File: config.mk
export PLATFORM = sky130hd
export DESIGN_NAME = toggle_scheduler_flat
export DESIGN_NICKNAME = d
export VERILOG_FILES = /design/src/rtl/toggle_scheduler_pkg.sv /design/src/rtl/toggle_scheduler_if.sv /design/src/rtl/toggle_scheduler_sync_fifo.sv /design/src/rtl/toggle_scheduler.sv /design/src/flat_wrapper.sv
export SDC_FILE = /design/constraint.sdc
export NUM_CORES = 1
export LEC_CHECK = 0
export CAP_MARGIN = 40
export CORE_MARGIN = 5
export CORE_UTILIZATION = 53
export DETAILED_ROUTE_END_ITERATION = 10
export GPL_TIMING_DRIVEN = 1
export PLACE_DENSITY_LB_ADDON = 0.25
export SYNTH_ARGS = -nofsm -noshare
export SYNTH_HDL_FRONTEND = slang
export SYNTH_SLANG_ARGS = --single-unit
export TNS_END_PERCENT = 1
File: constraint.sdc
create_clock -name i_clk -period 2.58 [get_ports i_clk]
set_clock_uncertainty 0.2 [all_clocks]
set_input_delay 0.258 -clock i_clk [delete_from_list [all_inputs] [get_ports i_clk]]
set_output_delay 0.258 -clock i_clk [all_outputs]
set_load 0.02 [all_outputs]
File: src/rtl/toggle_scheduler_pkg.sv
// Shared types and default parameter values for the toggle scheduler.
// The FSM has two states: IDLE, and WAIT while a delay counts down.
package toggle_scheduler_pkg;

   typedef enum logic [0:0] {
      IDLE = 1'b0,
      WAIT = 1'b1
   } state_t;

   localparam int   DEF_DELAY_W    = 8;
   localparam int   DEF_DEPTH      = 4;
   localparam logic DEF_INIT_LEVEL = 1'b0;

endpackage

File: src/rtl/toggle_scheduler_if.sv
// Command handshake and status bundle of the toggle scheduler.
// The master drives commands and flush; the slave is the scheduler itself.
interface toggle_scheduler_if
   import toggle_scheduler_pkg::*;
#(
   parameter int DELAY_W = DEF_DELAY_W,
   parameter int DEPTH   = DEF_DEPTH
);
   logic                         flush;
   logic                         cmd_valid;
   logic                         cmd_ready;
   logic [DELAY_W-1:0]           cmd_delay;
   logic                         out;
   logic                         positive_edge;
   logic                         negative_edge;
   logic                         busy;
   logic [$clog2(DEPTH+1)-1:0]   pending;

   modport master (
      output flush, cmd_valid, cmd_delay,
      input  cmd_ready, out, positive_edge, negative_edge, busy, pending
   );

   modport slave (
      input  flush, cmd_valid, cmd_delay,
      output cmd_ready, out, positive_edge, negative_edge, busy, pending
   );
endinterface

File: src/rtl/toggle_scheduler_sync_fifo.sv
// Synchronous FIFO with a show-ahead head and occupancy count.
// On a simultaneous push and pop the old head is read before the write lands.
module sync_fifo #(
   parameter  int WIDTH = 8,
   parameter  int DEPTH = 4,
   localparam int AW    = $clog2(DEPTH),
   localparam int CW    = $clog2(DEPTH+1)
) (
   input  logic             i_clk,
   input  logic             i_rst,
   input  logic             i_clr,
   input  logic             i_push,
   input  logic [WIDTH-1:0] i_din,
   input  logic             i_pop,
   output logic [WIDTH-1:0] o_dout,
   output logic             o_full,
   output logic             o_empty,
   output logic [CW-1:0]    o_count
);
   logic [WIDTH-1:0] r_mem [DEPTH];
   logic [AW-1:0]    r_wr_ptr;
   logic [AW-1:0]    r_rd_ptr;
   logic [CW-1:0]    r_count;
   logic             w_do_push;
   logic             w_do_pop;

   assign o_full    = (r_count == CW'(DEPTH));
   assign o_empty   = (r_count == '0);
   assign o_count   = r_count;
   assign o_dout    = r_mem[r_rd_ptr];
   assign w_do_push = i_push && !o_full;
   assign w_do_pop  = i_pop && !o_empty;

   // Storage array; power-of-2 depth lets the pointers wrap naturally
   always_ff @(posedge i_clk or negedge i_rst) begin
      if (!i_rst) begin
         for (int i = 0; i < DEPTH; i++) begin
            r_mem[i] <= '0;
         end
      end else if (w_do_push && !i_clr) begin
         r_mem[r_wr_ptr] <= i_din;
      end else begin
         r_mem[r_wr_ptr] <= r_mem[r_wr_ptr];
      end
   end

   // Pointer and occupancy bookkeeping
   always_ff @(posedge i_clk or negedge i_rst) begin
      if (!i_rst) begin
         r_wr_ptr <= '0;
         r_rd_ptr <= '0;
         r_count  <= '0;
      end else if (i_clr) begin
         r_wr_ptr <= '0;
         r_rd_ptr <= '0;
         r_count  <= '0;
      end else begin
         if (w_do_push) r_wr_ptr <= r_wr_ptr + 1'b1;
         else           r_wr_ptr <= r_wr_ptr;
         if (w_do_pop)  r_rd_ptr <= r_rd_ptr + 1'b1;
         else           r_rd_ptr <= r_rd_ptr;
         case ({w_do_push, w_do_pop})
            2'b10:   r_count <= r_count + 1'b1;
            2'b01:   r_count <= r_count - 1'b1;
            default: r_count <= r_count;
         endcase
      end
   end
endmodule

File: src/rtl/toggle_scheduler.sv
// Level generator: each queued delay command waits its count, then toggles
// the output and pulses the matching edge strobe for one cycle.
module toggle_scheduler
   import toggle_scheduler_pkg::*;
#(
   parameter int   DELAY_W    = DEF_DELAY_W,
   parameter int   DEPTH      = DEF_DEPTH,
   parameter logic INIT_LEVEL = DEF_INIT_LEVEL
) (
   input  logic              i_clk,
   input  logic              i_rst,
   toggle_scheduler_if.slave bus
);
   state_t                     r_state;
   logic [DELAY_W-1:0]         r_counter;
   logic                       r_out;
   logic                       r_pos;
   logic                       r_neg;
   logic [DELAY_W-1:0]         w_head;
   logic                       w_full;
   logic                       w_empty;
   logic                       w_push;
   logic                       w_pop;
   logic                       w_expired;
   logic [$clog2(DEPTH+1)-1:0] w_count;

   assign bus.cmd_ready     = !w_full && !bus.flush;
   assign bus.out           = r_out;
   assign bus.positive_edge = r_pos;
   assign bus.negative_edge = r_neg;
   assign bus.busy          = (r_state == WAIT);
   assign bus.pending       = w_count;

   assign w_push    = bus.cmd_valid && bus.cmd_ready;
   assign w_expired = (r_state == WAIT) && (r_counter == '0);
   assign w_pop     = !bus.flush && !w_empty && ((r_state == IDLE) || w_expired);

   sync_fifo #(
      .WIDTH (DELAY_W),
      .DEPTH (DEPTH)
   ) u_fifo (
      .i_clk   (i_clk),
      .i_rst   (i_rst),
      .i_clr   (bus.flush),
      .i_push  (w_push),
      .i_din   (bus.cmd_delay),
      .i_pop   (w_pop),
      .o_dout  (w_head),
      .o_full  (w_full),
      .o_empty (w_empty),
      .o_count (w_count)
   );

   // FSM, down-counter and registered level/strobes; flush keeps the level
   always_ff @(posedge i_clk or negedge i_rst) begin
      if (!i_rst) begin
         r_state   <= IDLE;
         r_counter <= '0;
         r_out     <= INIT_LEVEL;
         r_pos     <= 1'b0;
         r_neg     <= 1'b0;
      end else if (bus.flush) begin
         r_state   <= IDLE;
         r_counter <= '0;
         r_pos     <= 1'b0;
         r_neg     <= 1'b0;
      end else begin
         r_pos <= 1'b0;
         r_neg <= 1'b0;
         case (r_state)
            IDLE: begin
               if (!w_empty) begin
                  r_counter <= w_head;
                  r_state   <= WAIT;
               end else begin
                  r_state   <= IDLE;
               end
            end
            WAIT: begin
               if (r_counter != '0) begin
                  r_counter <= r_counter - 1'b1;
               end else begin
                  r_out <= ~r_out;
                  r_pos <= ~r_out;
                  r_neg <= r_out;
                  if (!w_empty) r_counter <= w_head;
                  else          r_state   <= IDLE;
               end
            end
            default: begin
               r_state   <= IDLE;
               r_counter <= '0;
            end
         endcase
      end
   end
endmodule
File: src/flat_wrapper.sv
// flat-port wrapper written by rule: the top's interface ports become plain ports
module toggle_scheduler_flat import toggle_scheduler_pkg::*;
#(
   parameter int   DELAY_W    = DEF_DELAY_W,
   parameter int   DEPTH      = DEF_DEPTH,
   parameter logic INIT_LEVEL = DEF_INIT_LEVEL
)
  (i_clk, i_rst, bus_flush, bus_cmd_valid, bus_cmd_delay, bus_cmd_ready, bus_out, bus_positive_edge, bus_negative_edge, bus_busy, bus_pending);
  toggle_scheduler_if #(.DELAY_W(DELAY_W), .DEPTH(DEPTH)) bus_i ();
  input  logic i_clk;
  input  logic i_rst;
  input wire logic [$bits(bus_i.flush)-1:0] bus_flush;
  input wire logic [$bits(bus_i.cmd_valid)-1:0] bus_cmd_valid;
  input wire logic [$bits(bus_i.cmd_delay)-1:0] bus_cmd_delay;
  output wire logic [$bits(bus_i.cmd_ready)-1:0] bus_cmd_ready;
  output wire logic [$bits(bus_i.out)-1:0] bus_out;
  output wire logic [$bits(bus_i.positive_edge)-1:0] bus_positive_edge;
  output wire logic [$bits(bus_i.negative_edge)-1:0] bus_negative_edge;
  output wire logic [$bits(bus_i.busy)-1:0] bus_busy;
  output wire logic [$bits(bus_i.pending)-1:0] bus_pending;
  assign bus_i.flush = bus_flush;
  assign bus_i.cmd_valid = bus_cmd_valid;
  assign bus_i.cmd_delay = bus_cmd_delay;
  assign bus_cmd_ready = bus_i.cmd_ready;
  assign bus_out = bus_i.out;
  assign bus_positive_edge = bus_i.positive_edge;
  assign bus_negative_edge = bus_i.negative_edge;
  assign bus_busy = bus_i.busy;
  assign bus_pending = bus_i.pending;
  toggle_scheduler #(.DELAY_W(DELAY_W), .DEPTH(DEPTH), .INIT_LEVEL(INIT_LEVEL)) u_core (.i_clk(i_clk), .i_rst(i_rst), .bus(bus_i));
endmodule
==> results of run 1 <==
## path summary, 6_finish.rpt
| path | from | to | slack, ns | depth (start not counted) |
|---|---|---|---|---|
| setup / recovery | u_core.r_counter[0]$_DFF_PN0_ | u_core.u_fifo.r_rd_ptr[1]$_DFFE_PN0P_ | 0.13 | 7 |
| hold / removal | i_rst | u_core.bus.out$_DFFE_PN0P_ | 0.18 | 2 |
| setup reg to reg | u_core.r_counter[0]$_DFF_PN0_ | u_core.u_fifo.r_rd_ptr[1]$_DFFE_PN0P_ | 0.13 | 7 |
| hold reg to reg | u_core.bus.out$_DFFE_PN0P_ | u_core.bus.positive_edge$_DFF_PN0_ | 0.32 | 1 |
| max in group asynchronous | i_rst | u_core.u_fifo.r_mem[14]$_DFFE_PN0P_ | 1.42 | 3 |
| min in group i_clk | u_core.bus.out$_DFFE_PN0P_ | u_core.bus.positive_edge$_DFF_PN0_ | 0.32 | 1 |
## synthesized netlist by cell type (all sizes together), types with 2 or more instances
library cell / count / area, um2
dfrtp: 51 / 1276
nor2: 41 / 153.9
a21oi: 39 / 195.2
mux4: 16 / 360.4
clkbuf: 14 / 92.59
mux2i: 11 / 110.1
inv: 10 / 37.54
buf: 8 / 41.28
nand2: 8 / 30.03
ha: 6 / 75.07
nand3: 6 / 35.03
a211oi: 4 / 30.03
o2111ai: 4 / 35.03
xnor2: 4 / 35.03
a31oi: 3 / 18.77
nand2b: 3 / 18.77
nand3b: 3 / 22.52
nand4: 3 / 18.77
nor3: 3 / 20.02
o221ai: 3 / 26.28
o311ai: 3 / 26.28
a21boi: 2 / 15.02
a221oi: 2 / 23.77
mux2: 2 / 26.27
nor4: 2 / 12.51
o211ai: 2 / 15.01
o21ai: 2 / 10.01
or3: 2 / 17.52
## through the flow
stage | setup WS (ns) | instance area [um2] | hold WS (ns)
global route | 0.01151 | 3316 | 0.2137
finish | 0.1316 | 3316 | 0.1787
floorplan | 0.009724 | 2942 | -0.2376
detailed placement | 0.1374 | 3193 | -0.01711
CTS | 0.1295 | 3316 | 0.1903
global placement | 0.1817 | 3193 | -0.01608
## flip-flops by register name, indices dropped and copies added, names as in the netlist
register and flops:
u_core.u_fifo.r_mem 32, u_core.r_counter 8, u_core.u_fifo.o_count 3, u_core.u_fifo.r_rd_ptr 2, u_core.u_fifo.r_wr_ptr 2, u_core.bus.busy 1
u_core.bus.negative_edge 1, u_core.bus.out 1, u_core.bus.positive_edge 1
## cell type report
cell class | instances | area, um2
Clock buffer | 5 | 68.82
Clock inverter | 3 | 43.79
Fill cell | 465 | 2090
Inverter | 10 | 37.54
Multi-Input combinational cell | 185 | 1483
Sequential cell | 51 | 1277
Tap cell | 72 | 90.09
Timing Repair Buffer | 36 | 315.3
## cells in the final DEF (no fill, tap or decap), types with 2 or more instances in the layout
cell type                         instances
sky130_fd_sc_hd__inv_1                   10
sky130_fd_sc_hd__mux2i_1                 11
sky130_fd_sc_hd__xnor2_1                  4
sky130_fd_sc_hd__buf_4                   16
sky130_fd_sc_hd__mux4_2                  16
sky130_fd_sc_hd__nand4_1                  3
sky130_fd_sc_hd__a211oi_1                 4
sky130_fd_sc_hd__o311ai_1                 3
sky130_fd_sc_hd__nand2_1                  8
sky130_fd_sc_hd__nand3b_1                 3
sky130_fd_sc_hd__o211ai_1                 2
sky130_fd_sc_hd__dfrtp_1                 50
sky130_fd_sc_hd__a21oi_1                 39
sky130_fd_sc_hd__o21ai_0                  2
sky130_fd_sc_hd__nand3_1                  5
sky130_fd_sc_hd__ha_1                     5
sky130_fd_sc_hd__clkbuf_8                 5
sky130_fd_sc_hd__nor3_1                   2
sky130_fd_sc_hd__o2111ai_1                4
sky130_fd_sc_hd__a31oi_1                  3
sky130_fd_sc_hd__o221ai_1                 3
sky130_fd_sc_hd__clkdlybuf4s50_1         18
sky130_fd_sc_hd__nand2b_1                 3
sky130_fd_sc_hd__nor2_1                  41
## kinds of logic (layout without fill, tap and decap cells)
| kind of cell | after synthesis | count (layout) | share of synthesized area (%) |
|---|---|---|---|
| and+or+nand+nor | 79 | 79 | 13.85 |
| AOI/OAI and AO/OA | 66 | 66 | 14.84 |
| xor gates and xnor gates | 4 | 4 | 1.204 |
| buffers and inverters | 32 | 54 | 5.892 |
| adders and majority gates | 7 | 7 | 3.269 |
| muxes | 29 | 29 | 17.08 |
| DFF | 51 | 51 | 43.87 |
## power by group
group          total (mW)  switching (mW)  internal, mW
combinational        1.73           0.871         0.855
sequential           1.38           0.291          1.09
clock               0.557           0.268         0.289
## routing by layer
metal	part of all wire, %	global-route usage, %
met2	50	31.06
met1	45	25.56
met5	0	0
met4	1.1	4.094
met3	3.9	3.751
## repair_timing
action                                  CTS  global route
hold buffers                              1             0
endpoints found under the setup margin    0             1
endpoints found under the hold margin    13             0
## critical path, stage by stage, from the launching register on
cell,delay (ns)
sky130_fd_sc_hd__dfrtp_1,0.40
sky130_fd_sc_hd__inv_1,0.12
sky130_fd_sc_hd__ha_2,0.22
sky130_fd_sc_hd__or4b_4,0.49
sky130_fd_sc_hd__o41ai_4,0.27
sky130_fd_sc_hd__buf_4,0.24
sky130_fd_sc_hd__nand3_2,0.09
sky130_fd_sc_hd__mux2_4,0.32
==> run metrics, run 1 <==
result of the run=finished clean; share of layout cells above drive strength 1=18.97%; via count of the first global-routing pass=2,100; cell area after synthesis=0.002909 mm2; maximum buffer depth of the clock tree=2; Skew-Pair Late Insertion Delay=0.30 ns; final critical-path required period=2.448 ns; detailed-placement wirelength estimate=4.453 mm; Die ar.=0.007070 mm2; number of routed nets with antenna violations=0; Yosys warnings=0; endpoint class of the critical path=flop; Post-CTS Setup Repair Bufs=0; Post-synth EDFFs=0; H-Tree Level Count=2; TritonCTS clock tree=done; Worst Path Required=2.57 ns; NumNets Final=308; Chip Width=84.09 um; wirelength, routed=6.331 mm; antenna violations before repair=0; number of nets in the synthesized netlist=287; post-route clock period utilization=94.90%; total of buffers placed on input and output ports=19; kind of path behind the tightest hold check=in -> async; starting utilization of the core area=53.82%; post-layout utilization of the core=61.34%; number of vias in the routed layout=2,153; launching element type of the critical path=flop; Seq/Total Area, Yosys=43.87%; Max Freq=408.4 MHz; total negative slack for setup checks=0 ns; largest net degree at the start of global routing=21; standard cell core area=0.005405 mm2; number of placement rows=27; Yosys reg bits=51; number of vias per cell=5.948; total clock buffers created by CTS=5; hold violation count in the final report=0; Async S/R FF share, synth=100.0%; total power consumption of the routed design=3.666 mW; max-slew violations=0; first-pass GRT wire length=10.61 mm; DP Cell Count=353; post-layout instance count excluding filler cells=362; peak ir drop on the vdd network=0.0005313 V; Global Route Usage Sum=18.76%; Power Density=1106 mW/mm2; worst setup path category=reg -> reg; Placer Congestion=0.8219; height of the chip=84.09 um; Synth Area per Inst=10.85 um2; number of violations reported at the end of detailed-routing iteration 0=123; Max-Slew Margin vs Limit=60.67%; max-cap check violation count=0; number of top-level pins=20; GRT Residual Overflow=0; clk root buf=sky130_fd_sc_hd__clkbuf_8; Area growth, synth to finish=13.98%; first-pass detailed-route iteration total=4; CTS clk-pin slew, worst paths=0.09 ns; standby leakage power=1.264 nW; number of distinct library cell variants in the gate-level netlist after synthesis=48; slew at the pin with the worst max-slew slack=0.5899 ns; Post-Syn Instances=268; wire per inst=17.49 um; CTS sink count=51; Crit Path Max Fanout=10; unrepaired setup endpoints after global routing=false; ys flop type=sky130_fd_sc_hd__dfrtp_1; number of antenna cells inserted=0; post-cts resize count=0; data arrival time at the worst-slack endpoint=2.44 ns; final-report setup violation count=0; DRC violations left=0
(Power assumes the default switching activity.)
==> inputs of run 2 (changes only) <==
--- a/config.mk
+++ b/config.mk
@@ -7,10 +7,11 @@
 export LEC_CHECK = 0
 export CAP_MARGIN = 40
 export CORE_MARGIN = 5
-export CORE_UTILIZATION = 53
+export CORE_UTILIZATION = 30
 export DETAILED_ROUTE_END_ITERATION = 10
 export GPL_TIMING_DRIVEN = 1
 export PLACE_DENSITY_LB_ADDON = 0.25
+export SLEW_MARGIN = 20
 export SYNTH_ARGS = -nofsm -noshare
 export SYNTH_HDL_FRONTEND = slang
 export SYNTH_SLANG_ARGS = --single-unit
==> run 2 against run 1 <==
Effect of this change:
- sequential power hardly changed
- via count is 0.56% higher
- cell area is 3.8% higher
- non-clock buffer count is 6 higher
- die area is 66% higher
- critical endpoint is now u_core.u_fifo.o_count[1]$_DFFE_PN0P_
- largest cell class unchanged
- hold slack better by 0.060 ns
==> run metrics, run 2 (same netlist as run 1, synthesis figures left out) <==
Skew-Pair Late Insertion Delay=0.30 ns (about the same); r2r startpoint=u_core.r_counter[0]$_DFF_PN0_ (unchanged); peak ir drop on the vdd network=0.0003079 V (was 0.0005313 V); number of vias in the routed layout=2,165 (was 2,153); endpoint class of the critical path=flop (unchanged); Global Route Usage Sum=12.34% (was 18.76%); CTS sink count=51 (unchanged); area taken by flip-flops and latches=0.001277 mm2 (unchanged); Max-Slew Margin vs Limit=58.43% (was 60.67%); Placer Congestion=0.7958 (was 0.8219); Area growth, synth to finish=18.37% (was 13.98%); height of the chip=108.5 um (was 84.09 um); launching element type of the critical path=flop (unchanged); final design area excluding fillers=0.003443 mm2 (was 0.003316 mm2); H-Tree Level Count=2 (unchanged); via count of the first global-routing pass=2,099 (was 2,100); placed standard-cell area=0.003327 mm2 (was 0.003193 mm2); detailed-placement wirelength estimate=4.878 mm (was 4.453 mm); cell depth of the worst flop-to-flop path=9 (was 7); setup slack of the most critical reg-to-reg path=0.15 ns (was 0.13 ns); most flop-heavy register=u_core.u_fifo.r_mem (unchanged); most frequent cells in the layout=sky130_fd_sc_hd__dfrtp_1, sky130_fd_sc_hd__nor2_1, sky130_fd_sc_hd__a21oi_1, sky130_fd_sc_hd__buf_4, sky130_fd_sc_hd__clkdlybuf4s50_1 (was sky130_fd_sc_hd__dfrtp_1, sky130_fd_sc_hd__nor2_1, sky130_fd_sc_hd__a21oi_1, sky130_fd_sc_hd__clkdlybuf4s50_1); Max Freq=411.4 MHz (was 408.4 MHz); worst setup path category=reg -> reg (unchanged); Die ar.=0.01177 mm2 (was 0.007070 mm2); Chip Width=108.5 um (was 84.09 um); number of placement rows=36 (was 27); first-pass detailed-route iteration total=4 (unchanged); final critical-path required period=2.431 ns (was 2.448 ns); post-route clock period utilization=94.21% (was 94.90%); clk root buf=sky130_fd_sc_hd__clkbuf_8 (unchanged); total area of multi-input combinational cells=0.001493 mm2 (was 0.001483 mm2); flip-flop count of the largest register after layout=32 (unchanged); final-report setup violation count=0 (unchanged); standard cell core area=0.009594 mm2 (was 0.005405 mm2); result of the run=finished clean (unchanged); GRT Residual Overflow=0 (unchanged); largest net degree at the start of global routing=23 (was 21); DRC violations left=0 (unchanged); first-pass GRT wire length=11.20 mm (was 10.61 mm); Crit Path Max Fanout=4 (was 10); max-slew violations=0 (unchanged); slew at the pin with the worst max-slew slack=0.6235 ns (was 0.5899 ns); kind of path behind the tightest hold check=in -> async (unchanged); total of buffers placed on input and output ports=19 (unchanged); TritonCTS clock tree=done (unchanged); number of routed nets with antenna violations=0 (unchanged); number of vias per cell=5.047 (was 5.948); hold violation count in the final report=0 (unchanged); most frequent standard cell in the layout excluding fill and tap cells=sky130_fd_sc_hd__dfrtp_1 (unchanged); number of antenna cells inserted=0 (unchanged); antenna violations before repair=0 (unchanged); CTS clk-pin slew, worst paths=0.10 ns (was 0.09 ns); Worst Path Required=2.58 ns (was 2.57 ns); number of filler instances in the final layout=964 (was 465); total clock buffers created by CTS=5 (unchanged); total power consumption of the routed design=3.628 mW (was 3.666 mW); standby leakage power=1.288 nW (was 1.264 nW); NumNets Final=314 (was 308); wirelength, routed=6.808 mm (was 6.331 mm); data arrival time at the worst-slack endpoint=2.43 ns (was 2.44 ns); number of violations reported at the end of detailed-routing iteration 0=81 (was 123); max-cap check violation count=0 (unchanged); share of layout cells above drive strength 1=20.95% (was 18.97%); starting utilization of the core area=30.32% (was 53.82%); wire per inst=15.87 um (was 17.49 um); Power Density=1054 mW/mm2 (was 1106 mW/mm2); number of top-level pins=20 (unchanged); worst flop-to-flop path endpoint=u_core.u_fifo.o_count[1]$_DFFE_PN0P_ (was u_core.u_fifo.r_rd_ptr[1]$_DFFE_PN0P_); maximum buffer depth of the clock tree=2 (unchanged)
-- run 2: cell types whose count changed in the layout (fill, tap and decap cells not counted) --
cell,change
sky130_fd_sc_hd__inv_6,+1
sky130_fd_sc_hd__ha_2,-1
sky130_fd_sc_hd__clkinvlp_4,+1
sky130_fd_sc_hd__buf_16,+1
sky130_fd_sc_hd__clkinv_4,-1
sky130_fd_sc_hd__buf_4,+5
sky130_fd_sc_hd__inv_2,+2
sky130_fd_sc_hd__clkinv_2,-1
sky130_fd_sc_hd__inv_1,-2
sky130_fd_sc_hd__clkbuf_1,+1
sky130_fd_sc_hd__ha_4,+1
sky130_fd_sc_hd__bufinv_16,-1
-- run 2: critical path: stages (launching register included) --
cell and delay [ns]:
sky130_fd_sc_hd__dfrtp_1 0.40, sky130_fd_sc_hd__inv_2 0.08, sky130_fd_sc_hd__ha_4 0.17, sky130_fd_sc_hd__nor4b_4 0.13, sky130_fd_sc_hd__a21boi_2 0.18, sky130_fd_sc_hd__nor4_2 0.08, sky130_fd_sc_hd__fa_1 0.56, sky130_fd_sc_hd__nand2_1 0.04
sky130_fd_sc_hd__or4_1 0.39, sky130_fd_sc_hd__o311ai_1 0.09
-- run 2: metal layers --
metal | vias to the layer above | wire (um) | track usage, %
met1 | 1084 | 3178 | 16.67
li1 | 1038 | - | -
met2 | 32 | 3303 | 19.99
met3 | 11 | 215 | 2.567
met4 | 0 | 111 | 3.607
met5 | - | 0 | 0
-- run 2: what timing repair did --
item                                    in CTS  in global routing
hold buffers                                 1                  0
gates resized for setup                      0                  3
endpoints found under the hold margin       15                  0
endpoints found under the setup margin       0                  1
setup buffers                                0                  1
-- run 2: final cells by class --
class / count / share of cell area (%)
clock inverters: 2 / 0.4724
flip-flops and latches: 51 / 37.10
multi-input cells: 185 / 43.35
clock buffers: 6 / 2.108
repair buffers: 42 / 11.05
inverters: 10 / 1.090
well taps: 133 / 4.833
-- run 2: worst max-delay path by stage --
stage / from / slack [ns] / end
global route: u_core.r_counter[0]$_DFF_PN0_ / -0.001 / u_core.u_fifo.o_count[1]$_DFFE_PN0P_
global placement: bus_flush / 0.13 / u_core.u_fifo.o_count[1]$_DFFE_PN0P_
CTS: u_core.r_counter[0]$_DFF_PN0_ / 0.13 / u_core.u_fifo.o_count[1]$_DFFE_PN0P_
detailed placement: bus_flush / 0.10 / u_core.u_fifo.o_count[1]$_DFFE_PN0P_
finish: u_core.r_counter[0]$_DFF_PN0_ / 0.15 / u_core.u_fifo.o_count[1]$_DFFE_PN0P_
floorplan: u_core.u_fifo.o_count[2]$_DFFE_PN0P_ / 0.01 / u_core.u_fifo.o_count[1]$_DFFE_PN0P_
-- run 2: through the flow --
| stage | TNS [ns] | utilization, % | hold slack, ns | cells | setup WS, ns |
|---|---|---|---|---|---|
| after global routing | -0.001345 | 35.89 | 0.2645 | 429 | -0.001345 |
| after floorplan | 0 | - | -0.2376 | 268 | 0.009724 |
| final | 0 | 35.89 | 0.2387 | 429 | 0.1493 |
| after CTS | 0 | 35.71 | 0.2543 | 428 | 0.1258 |
| after detailed placement | 0 | 34.68 | 0.05127 | 419 | 0.1032 |
| after global placement | 0 | 34.39 | 0.2580 | 418 | 0.1318 |
-- run 2: report_power, final --
part,internal [mW],total [mW],switching (mW)
Combinational,0.889,1.75,0.857
Clock,0.196,0.479,0.283
Sequential,1.09,1.40,0.313
